==> src/rtl/noc_pkg.sv <==
// ---------------------------------------------------------------------------
// noc_pkg
// Shared types for the 2D-mesh NoC router route-computation logic.
//   port_e       : output port codes (N = y-, E = x+, S = y+, W = x-, Local)
//   route_mode_e : compile-time routing algorithm selector
//   rt_state_e   : route-computation FSM states
//   port2onehot  : port code -> 5-bit one-hot vector
// ---------------------------------------------------------------------------
package noc_pkg;

   localparam int PORT_NUM = 5;

   typedef enum logic [2:0] {
      PORT_N0 = 3'd0,
      PORT_E  = 3'd1,
      PORT_S  = 3'd2,
      PORT_W  = 3'd3,
      PORT_L  = 3'd4
   } port_e;

   typedef enum logic [1:0] {
      RT_XY = 2'd0,
      RT_YX = 2'd1,
      RT_WF = 2'd2
   } route_mode_e;

   typedef enum logic [1:0] {
      IDLE = 2'd0,
      COMP = 2'd1,
      HOLD = 2'd2
   } rt_state_e;

   function automatic logic [PORT_NUM-1:0] port2onehot(input port_e p);
      logic [PORT_NUM-1:0] oh;
      case (p)
         PORT_N0: oh = 5'b00001;
         PORT_E:  oh = 5'b00010;
         PORT_S:  oh = 5'b00100;
         PORT_W:  oh = 5'b01000;
         PORT_L:  oh = 5'b10000;
         default: oh = 5'b00000;
      endcase
      return oh;
   endfunction

endpackage

==> src/rtl/rt_select.sv <==
// ---------------------------------------------------------------------------
// rt_select
// Combinational route selection for one header.
//   xpos, ypos : this router's coordinates
//   dstx, dsty : header destination
//   esc        : header travels on the escape VC (forces XY in adaptive mode)
//   cred       : free downstream credits, slice p belongs to port p
//   rr         : tie-break pointer (0 = x-dimension port, 1 = y-dimension)
//   port       : selected output port
//   err        : destination outside the mesh (port is Local)
//   tie        : adaptive decision was resolved by rr (caller toggles rr)
// ---------------------------------------------------------------------------
module rt_select
   import noc_pkg::*;
#(
   parameter int ARRAY_W    = 3,
   parameter int XSIZE      = 8,
   parameter int YSIZE      = 8,
   parameter int CRED_W     = 4,
   parameter int ROUTE_MODE = 0
) (
   input  logic [ARRAY_W-1:0]  xpos,
   input  logic [ARRAY_W-1:0]  ypos,
   input  logic [ARRAY_W-1:0]  dstx,
   input  logic [ARRAY_W-1:0]  dsty,
   input  logic                esc,
   input  logic [5*CRED_W-1:0] cred,
   input  logic                rr,
   output port_e               port,
   output logic                err,
   output logic                tie
);

   // One extra bit so a limit equal to 2**ARRAY_W is still representable.
   localparam logic [ARRAY_W:0] XLIM = (ARRAY_W+1)'(XSIZE);
   localparam logic [ARRAY_W:0] YLIM = (ARRAY_W+1)'(YSIZE);
   localparam route_mode_e      MODE = route_mode_e'(ROUTE_MODE[1:0]);

   logic              x_pos, x_neg, y_pos, y_neg;
   logic [CRED_W-1:0] cred_e, cred_y;
   port_e             port_y;

   assign x_pos  = dstx > xpos;
   assign x_neg  = dstx < xpos;
   assign y_pos  = dsty > ypos;
   assign y_neg  = dsty < ypos;
   assign port_y = y_pos ? PORT_S : PORT_N0;
   assign cred_e = cred[CRED_W +: CRED_W];
   assign cred_y = y_pos ? cred[2*CRED_W +: CRED_W] : cred[0 +: CRED_W];
   assign err    = ({1'b0, dstx} >= XLIM) || ({1'b0, dsty} >= YLIM);

   always_comb begin
      port = PORT_L;
      tie  = 1'b0;
      if (err) begin
         port = PORT_L;
      end else if (MODE == RT_YX) begin
         if (y_pos || y_neg) port = port_y;
         else if (x_pos)     port = PORT_E;
         else if (x_neg)     port = PORT_W;
      end else if ((MODE == RT_WF) && !esc) begin
         // West moves must come first, so any x- hop is deterministic.
         if (x_neg) begin
            port = PORT_W;
         end else if (x_pos && (y_pos || y_neg)) begin
            if (cred_e > cred_y)      port = PORT_E;
            else if (cred_y > cred_e) port = port_y;
            else begin
               tie  = 1'b1;
               port = rr ? port_y : PORT_E;
            end
         end else if (x_pos) begin
            port = PORT_E;
         end else if (y_pos || y_neg) begin
            port = port_y;
         end
      end else begin
         if (x_pos)               port = PORT_E;
         else if (x_neg)          port = PORT_W;
         else if (y_pos || y_neg) port = port_y;
      end
   end

endmodule

==> src/rtl/rtcomp_param.sv <==
// ---------------------------------------------------------------------------
// rtcomp_param
// Per-packet route computation for one router input port. A header is
// captured in IDLE, routed in COMP from the captured fields and the credits
// seen that cycle, and the route is held locked in HOLD until the tail flit
// leaves the buffer.
//   clk, rst        : clock, synchronous active-high reset
//   xpos_i, ypos_i  : this router's coordinates (static)
//   hdr_valid_i/hdr_ready_o : header handshake
//   dstx_i, dsty_i, vch_i   : header destination and VC
//   cred_i          : free downstream credits, slice p belongs to port p
//   tail_i          : tail flit of the current packet has left the buffer
//   route_valid_o   : port_o / port_oh_o / vch_o valid and locked
//   port_o, port_oh_o : selected port as code and one-hot
//   vch_o           : output VC (captured header VC)
//   err_o           : one-cycle pulse, destination out of range
// ---------------------------------------------------------------------------
module rtcomp_param
   import noc_pkg::*;
#(
   parameter  int ARRAY_W    = 3,
   parameter  int XSIZE      = 8,
   parameter  int YSIZE      = 8,
   parameter  int VCH_N      = 2,
   parameter  int CRED_W     = 4,
   parameter  int ROUTE_MODE = 0,
   localparam int VCH_W      = (VCH_N > 1) ? $clog2(VCH_N) : 1
) (
   input  logic                clk,
   input  logic                rst,
   input  logic [ARRAY_W-1:0]  xpos_i,
   input  logic [ARRAY_W-1:0]  ypos_i,
   input  logic                hdr_valid_i,
   output logic                hdr_ready_o,
   input  logic [ARRAY_W-1:0]  dstx_i,
   input  logic [ARRAY_W-1:0]  dsty_i,
   input  logic [VCH_W-1:0]    vch_i,
   input  logic [5*CRED_W-1:0] cred_i,
   input  logic                tail_i,
   output logic                route_valid_o,
   output logic [2:0]          port_o,
   output logic [4:0]          port_oh_o,
   output logic [VCH_W-1:0]    vch_o,
   output logic                err_o
);

   rt_state_e          state;
   logic               rr_q;
   logic [ARRAY_W-1:0] dstx_p0, dsty_p0;
   logic [VCH_W-1:0]   vch_p0;

   port_e sel_port;
   logic  sel_err, sel_tie;

   rt_select #(
      .ARRAY_W    (ARRAY_W),
      .XSIZE      (XSIZE),
      .YSIZE      (YSIZE),
      .CRED_W     (CRED_W),
      .ROUTE_MODE (ROUTE_MODE)
   ) u_sel (
      .xpos (xpos_i),
      .ypos (ypos_i),
      .dstx (dstx_p0),
      .dsty (dsty_p0),
      .esc  (vch_p0 == '0),
      .cred (cred_i),
      .rr   (rr_q),
      .port (sel_port),
      .err  (sel_err),
      .tie  (sel_tie)
   );

   always_ff @(posedge clk) begin
      if (rst) begin
         state         <= IDLE;
         hdr_ready_o   <= 1'b1;
         route_valid_o <= 1'b0;
         port_o        <= '0;
         port_oh_o     <= '0;
         vch_o         <= '0;
         err_o         <= 1'b0;
         rr_q          <= 1'b0;
      end else begin
         err_o <= 1'b0;
         case (state)
            // p0: capture header fields
            IDLE: begin
               if (hdr_valid_i && hdr_ready_o) begin
                  dstx_p0     <= dstx_i;
                  dsty_p0     <= dsty_i;
                  vch_p0      <= vch_i;
                  hdr_ready_o <= 1'b0;
                  state       <= COMP;
               end
            end
            // p1: register the selected route
            COMP: begin
               port_o        <= sel_port;
               port_oh_o     <= port2onehot(sel_port);
               vch_o         <= vch_p0;
               err_o         <= sel_err;
               route_valid_o <= 1'b1;
               if (sel_tie) rr_q <= ~rr_q;
               state         <= HOLD;
            end
            HOLD: begin
               if (tail_i) begin
                  route_valid_o <= 1'b0;
                  port_oh_o     <= '0;
                  hdr_ready_o   <= 1'b1;
                  state         <= IDLE;
               end
            end
            default: state <= IDLE;
         endcase
      end
   end

endmodule

==> config.mk <==
export PLATFORM = sky130hd
export DESIGN_NAME = rtcomp_param
export DESIGN_NICKNAME = d
export VERILOG_FILES = /design/src/rtl/noc_pkg.sv /design/src/rtl/rt_select.sv /design/src/rtl/rtcomp_param.sv
export SDC_FILE = /design/constraint.sdc
export NUM_CORES = 1
export LEC_CHECK = 0
export CORE_ASPECT_RATIO = 1.2
export CORE_UTILIZATION = 35
export CTS_CLUSTER_SIZE = 24
export DETAILED_ROUTE_END_ITERATION = 8
export PLACE_DENSITY = 0.69
export SLEW_MARGIN = 20
export SYNTH_ARGS = -nofsm -noshare
export SYNTH_HDL_FRONTEND = slang
export SYNTH_SLANG_ARGS = --single-unit
==> constraint.sdc <==
create_clock -name clk -period 4.8 [get_ports clk]
set_clock_uncertainty 0.05 [all_clocks]
set_input_delay 0.72 -clock clk [delete_from_list [all_inputs] [get_ports clk]]
set_output_delay 0.72 -clock clk [all_outputs]
set_load 0.005 [all_outputs]
== Word-level counts from Yosys, hierarchy flattened ==
Cells that the tools add are included.
Operators by class
  mux-type cells: 15
  bitwise operators: 1
  eq/ne operators: 8
  reductions and logical operators: 10
  $lt $le $gt $ge: 4
Operators by type and width (number)
  case mux 5 bit (5 select lines): 1
  case mux 5 bit (2 select lines): 1
  two-way mux 3 bit: 3
  == test 3 x 2 -> 1 bit, second input constant: 2
  > comparator 3 bit: 2
  < comparator 3 bit: 2
  two-way mux 2 bit: 3
  case mux 2 bit (3 select lines): 1
  AND reduction 3 bit: 2
  two-way mux 5 bit: 1
  inequality test 2 bit, second input constant: 2
  case mux 1 bit (2 select lines): 2
  AND reduction 2 bit: 2
  nonzero test 2 bit: 2
  == test 3 x 1 -> 1 bit, second input constant: 1
  == test 3 bit, second input constant: 1
  zero test 3 bit: 1
  two-way mux 1 bit: 3
  == test 2 x 1 -> 1 bit, second input constant: 1
  == test 2 bit, second input constant: 1
  zero test 2 bit: 1
  logical AND 1 bit: 1
  logical OR 1 bit: 1
  NOT 1 bit: 1
Storage, ports and cells
  register bits: 20

== Logic depth before layout (Yosys ltp) ==
  word-level depth: 8
  mapped depth: 5

== Cells and area by module ==
From an unflattened synthesis, not the netlist that was laid out.
Second synthesis, totals
  cells, all modules: 93
  area total of the unflattened synthesis: 992.2 um2
Modules (own cells, without submodules)
  rtcomp_param: area each 794.5 um2, cells each 66, times used 1
  rt_select: area each 197.7 um2, cells each 27, times used 1

== Worst setup path after synthesis ==
OpenSTA, ideal clock, no wires.
  path type: input-to-reg
  start: input port rst
  end: register dstx_p0[0], enable pin
  required time: 4357 ps
  stages: 2
  buffers on the path: 1
  setup time: 393 ps
  arrival: 1819 ps
  setup slack: 2538 ps
  cell sequence: buf_1 > nor4b_1
On the way
  cells in the longest elaborated chain, start to end: 2
RTL lines
  start, declared: line rtcomp_param.sv:30  | input logic rst,
  NOT 1 bit (no source line)
  AND reduction 3 bit (no source line)
  end signal, assigned: line rtcomp_param.sv:90  | dstx_p0 <= dstx_i;
  end, declared: line rtcomp_param.sv:49  | logic [ARRAY_W-1:0] dstx_p0, dsty_p0;
Every way passes these cells.
A chain may end at the register's enable or synchronous reset.

== Final worst setup path ==
  start: input port xpos_i[2]
  end: register port_oh_o[4]
On the way
  cells in the longest elaborated chain, start to end: 6
  elaborated cells between the ends (all ways): 11
RTL lines
  start, declared: line rtcomp_param.sv:31  | input logic [ARRAY_W-1:0] xpos_i,
  < comparator 3 bit: line rt_select.sv:44  | assign x_neg = dstx < xpos;
  two-way mux 3 bit: line rt_select.sv:79  | else if (x_neg) port = PORT_W;
  two-way mux 3 bit (*): line rt_select.sv:78  | if (x_pos) port = PORT_E;
  == test 3 bit, or another cell as far along: line noc_pkg.sv:35  | case (p)
  case mux 5 bit (5 select lines) (*): line noc_pkg.sv:35
  case mux 5 bit (2 select lines) (*): line rtcomp_param.sv:86  | case (state)
  end signal, assigned: line rtcomp_param.sv:100  | port_oh_o <= port2onehot(sel_port);
  end, declared: line rtcomp_param.sv:42  | output logic [4:0] port_oh_o,
Mark *: on every way between the ends. The rest lies on a longest branch, timed or not.

==> metrics.md <==
| Metric | Value |
|---|---|
| P&R area growth vs syn | `36.2%` |
| Post-synthesis simple-gate area fraction | `15.3%` |
| RSZ-0062 raised after global routing | `no` |
| Pin count of the biggest net entering global routing | `13` |
| Critical R2R Launch | `dstx_p0[2]` |
| Antenna-violating nets left | `0` |
| Clk buf depth | `2` |
| Routed length per placed instance | `12.0 um` |
| Worst Slack Setup Final | `2630 ps` |
| Adder-Cell Fraction of Synth Area | `8.14%` |
| Yosys Warn Count | `0` |
| Placed Cells | `~140` |
| H-tree depth | `1` |
| Critical Path Source Type | `input port` |
| Detailed placer's ending HPWL | `roughly 1400 um` |
| Clk sink count | `20` |
| Cell Rows | `20` |
| Syn Std Cell Area | `922 um^2` |
| Vias per std cell | `4.81` |
| Crit-path max FO | `4` |
| Setup-failing EPs final | `0` |
| Vias in the first global route | `663` |
| Hold Slack | `420 ps` |
| Die X | `approximately 50 um` |
| Post-synth EDFFs | `7` |
| Via count | `698` |
| Distinct cells, synth | `30` |
| Global-route wire length before repair | `~2900 um` |
| Core area | `2530 um^2` |
| Setup CP Type | `input port to flip-flop` |
| Post-synthesis compound-gate area fraction | `21.0%` |
| Ys async rst share | `0%` |
| Post-synth top area share | `between 20% and 30%` |
| DR pass1 iterations | `3` |
| Max-cap violations | `0` |
| Antenna diodes | `0` |
| Crit path from | `xpos_i[2]` |
| Ranking of synthesized cells by area | `dfxtp_1 (28%), edfxtp_1 (23%), ha_1 (8.1%)` |
| Clk slew on worst S/H paths | `110 ps` |
| I/O pin total | `49` |
| Post-Syn Nets | `125` |
| 1st-iter DRT viols | `7` |
| Total gr overflow | `0` |
| Gpl congestion | `~0.71` |
| Worst-skew pair later-pin latency | `~300 ps` |
| Sequential share of the synthesized area | `51.0%` |
| Design Power | `0.000330 W` |
| Finished Layout Cells | `~150` |
| Setup bufs post-CTS | `0` |
| R2r worst-path depth | `4` |
| Mapped Cells | `82` |
| # resized after CTS | `0` |
| Setup_tns | `0 ps` |
| Post-synthesis xor/xnor area fraction | `0%` |
| Max Clk Rate | `460 MHz` |
| Layout cells sized above 1 | `~8.9%` |
| Slew @ Worst Pin | `520 ps` |
| Num CTS Buffers | `3` |
| Clock period minus final worst setup slack | `2170 ps` |
| Synth Register Bits | `20` |
| VDD IR max | `~210 uV` |
| Post-Route WL | `roughly 1700 um` |
| Largest family of logic cells by synthesized area | `compound AO/OA/AOI/OAI gates` |
| # DRC | `0` |
| Synth Flop Type | `dfxtp_1` |
| I/O Buffers | `27` |
| R2R Path End | `port_oh_o[4]` |
| DIE AREA | `2840 um^2` |
| Fin crit share | `45.2%` |
| Mux share of post-synthesis cell area | `0%` |
| Min-Delay Path Class | `flip-flop to flip-flop` |
| Crit path DAT | `2380 ps` |
| Root buffer cell | `clkbuf_4` |
| Critical Path Sink Type | `flip-flop` |
| Critical Path End | `port_oh_o[4]` |
| Slew headroom | `approximately 65%` |
| Critical Path RT | `roughly 5000 ps` |
| P per Cell Area | `approximately 260 nW/um^2` |
| Pre-CTS setup slack | `2320 ps` |
| Reg2Reg Setup Slack | `3140 ps` |
| Synthesized area per cell | `11.2 um^2` |
| Starting Density | `36.5%` |
| Hold-fix buffers, CTS | `0` |
| Status | `finished, final reports clean` |
| Antenna violations before repair | `0` |
| CTS tree | `done` |
| Die height | `58.2 um` |
| Slew Viols, Final | `0` |
| Final net count | `156` |
| LEAKAGE | `0.468 nW` |
| Final hold vios | `0` |
| GRT Util Overall | `13.6%` |
| Synth area leader | `dfxtp_1` |
Yosys cell counts, types with 2 or more instances:
library cell / instances
nor2_1: 4
nand2_1: 5
nand2b_1: 2
dfxtp_1: 13
a21oi_1: 8
edfxtp_1: 7
and2b_4: 2
inv_1: 7
o21bai_1: 2
a211oi_1: 2
ha_1: 6
a32o_1: 3
nor4b_1: 2
nand3b_1: 2
nand3_1: 2
critical path: stages:
cell             delay (ps)
clkdlybuf4s50_1         450
inv_1                    40
ha_1                    310
nand3_1                 160
a2111o_1                480
a2bb2o_4                210
flip-flops by register name, summed over array words and instances (netlist names):
| name | cells |
|---|---|
| dstx_p0 | 3 |
| dsty_p0 | 3 |
| hdr_ready_o | 1 |
| port_o | 3 |
| port_oh_o | 5 |
| route_valid_o | 1 |
| state | 2 |
| vch_o | 1 |
| vch_p0 | 1 |
kinds of logic after synthesis:
group,after synthesis
fa+ha+maj,6
simple gates,22
flops,20
buf+inv,9
compound gates,24
other cells,1
per-stage QoR:
stage,area [um^2],utilization [%]
6_report,1260,49.7
5_1_grt,1260,49.7
4_1_cts,1260,49.7
3_5_place_dp,1230,48.7
3_3_place_gp,1230,48.7
2_1_floorplan,922,-
layout make-up:
cell class,instances,area [um^2]
Clock buffer,4,26.3
Multi-Input combinational cell,53,414
Tap cell,33,41.3
Timing Repair Buffer,28,278
Fill cell,228,1270
Inverter,7,26.3
Sequential cell,20,470
cell usage in the layout, fill, tap and decap left out, drive strengths merged:
master and n:
nand3b 2, a211oi 3, and2 1, a32o 3, a21o 1, buf 1
o21a 1, nor4b 2, o32ai 1, clkdlybuf4s50 27, and2b 2, o21ai 2
nand2b 3, edfxtp 7, a2bb2o 1, nor3b 1, inv 7, a2111o 1
nand2 5, o21bai 2, nand3 2, dfxtp 13, ha 6, clkbuf 4
o2bb2ai 1, a21oi 8, nor2 4, conb 1
power breakdown:
part / switching [W] / leakage, nW / internal, W
Combinational: 0.0000247 / 0.283 / 0.0000348
Sequential: 0.00000535 / 0.170 / 0.000184
Clock: 0.0000493 / 0.0150 / 0.0000324
Total: 0.0000793 / 0.468 / 0.000251
per-layer routing:
layer	global-route usage (%)	vias up	wire [um]
met4	5.04	0	27
met2	24.2	18	854
li1	-	357	-
met5	0	-	0
met3	2.89	3	71
met1	16.0	320	782
how the worst min path moves through the flow:
stage	endpoint	startpoint	cells past startpoint
2_1_floorplan	vch_o	vch_o	2
4_1_cts	vch_o	vch_o	2
6_report	vch_o	vch_o	2
3_3_place_gp	port_oh_o[0]	port_oh_o[0]	1
5_1_grt	vch_o	vch_o	2
3_5_place_dp	port_oh_o[0]	port_oh_o[0]	1
Note: power is estimated with default switching activity, not from simulation.
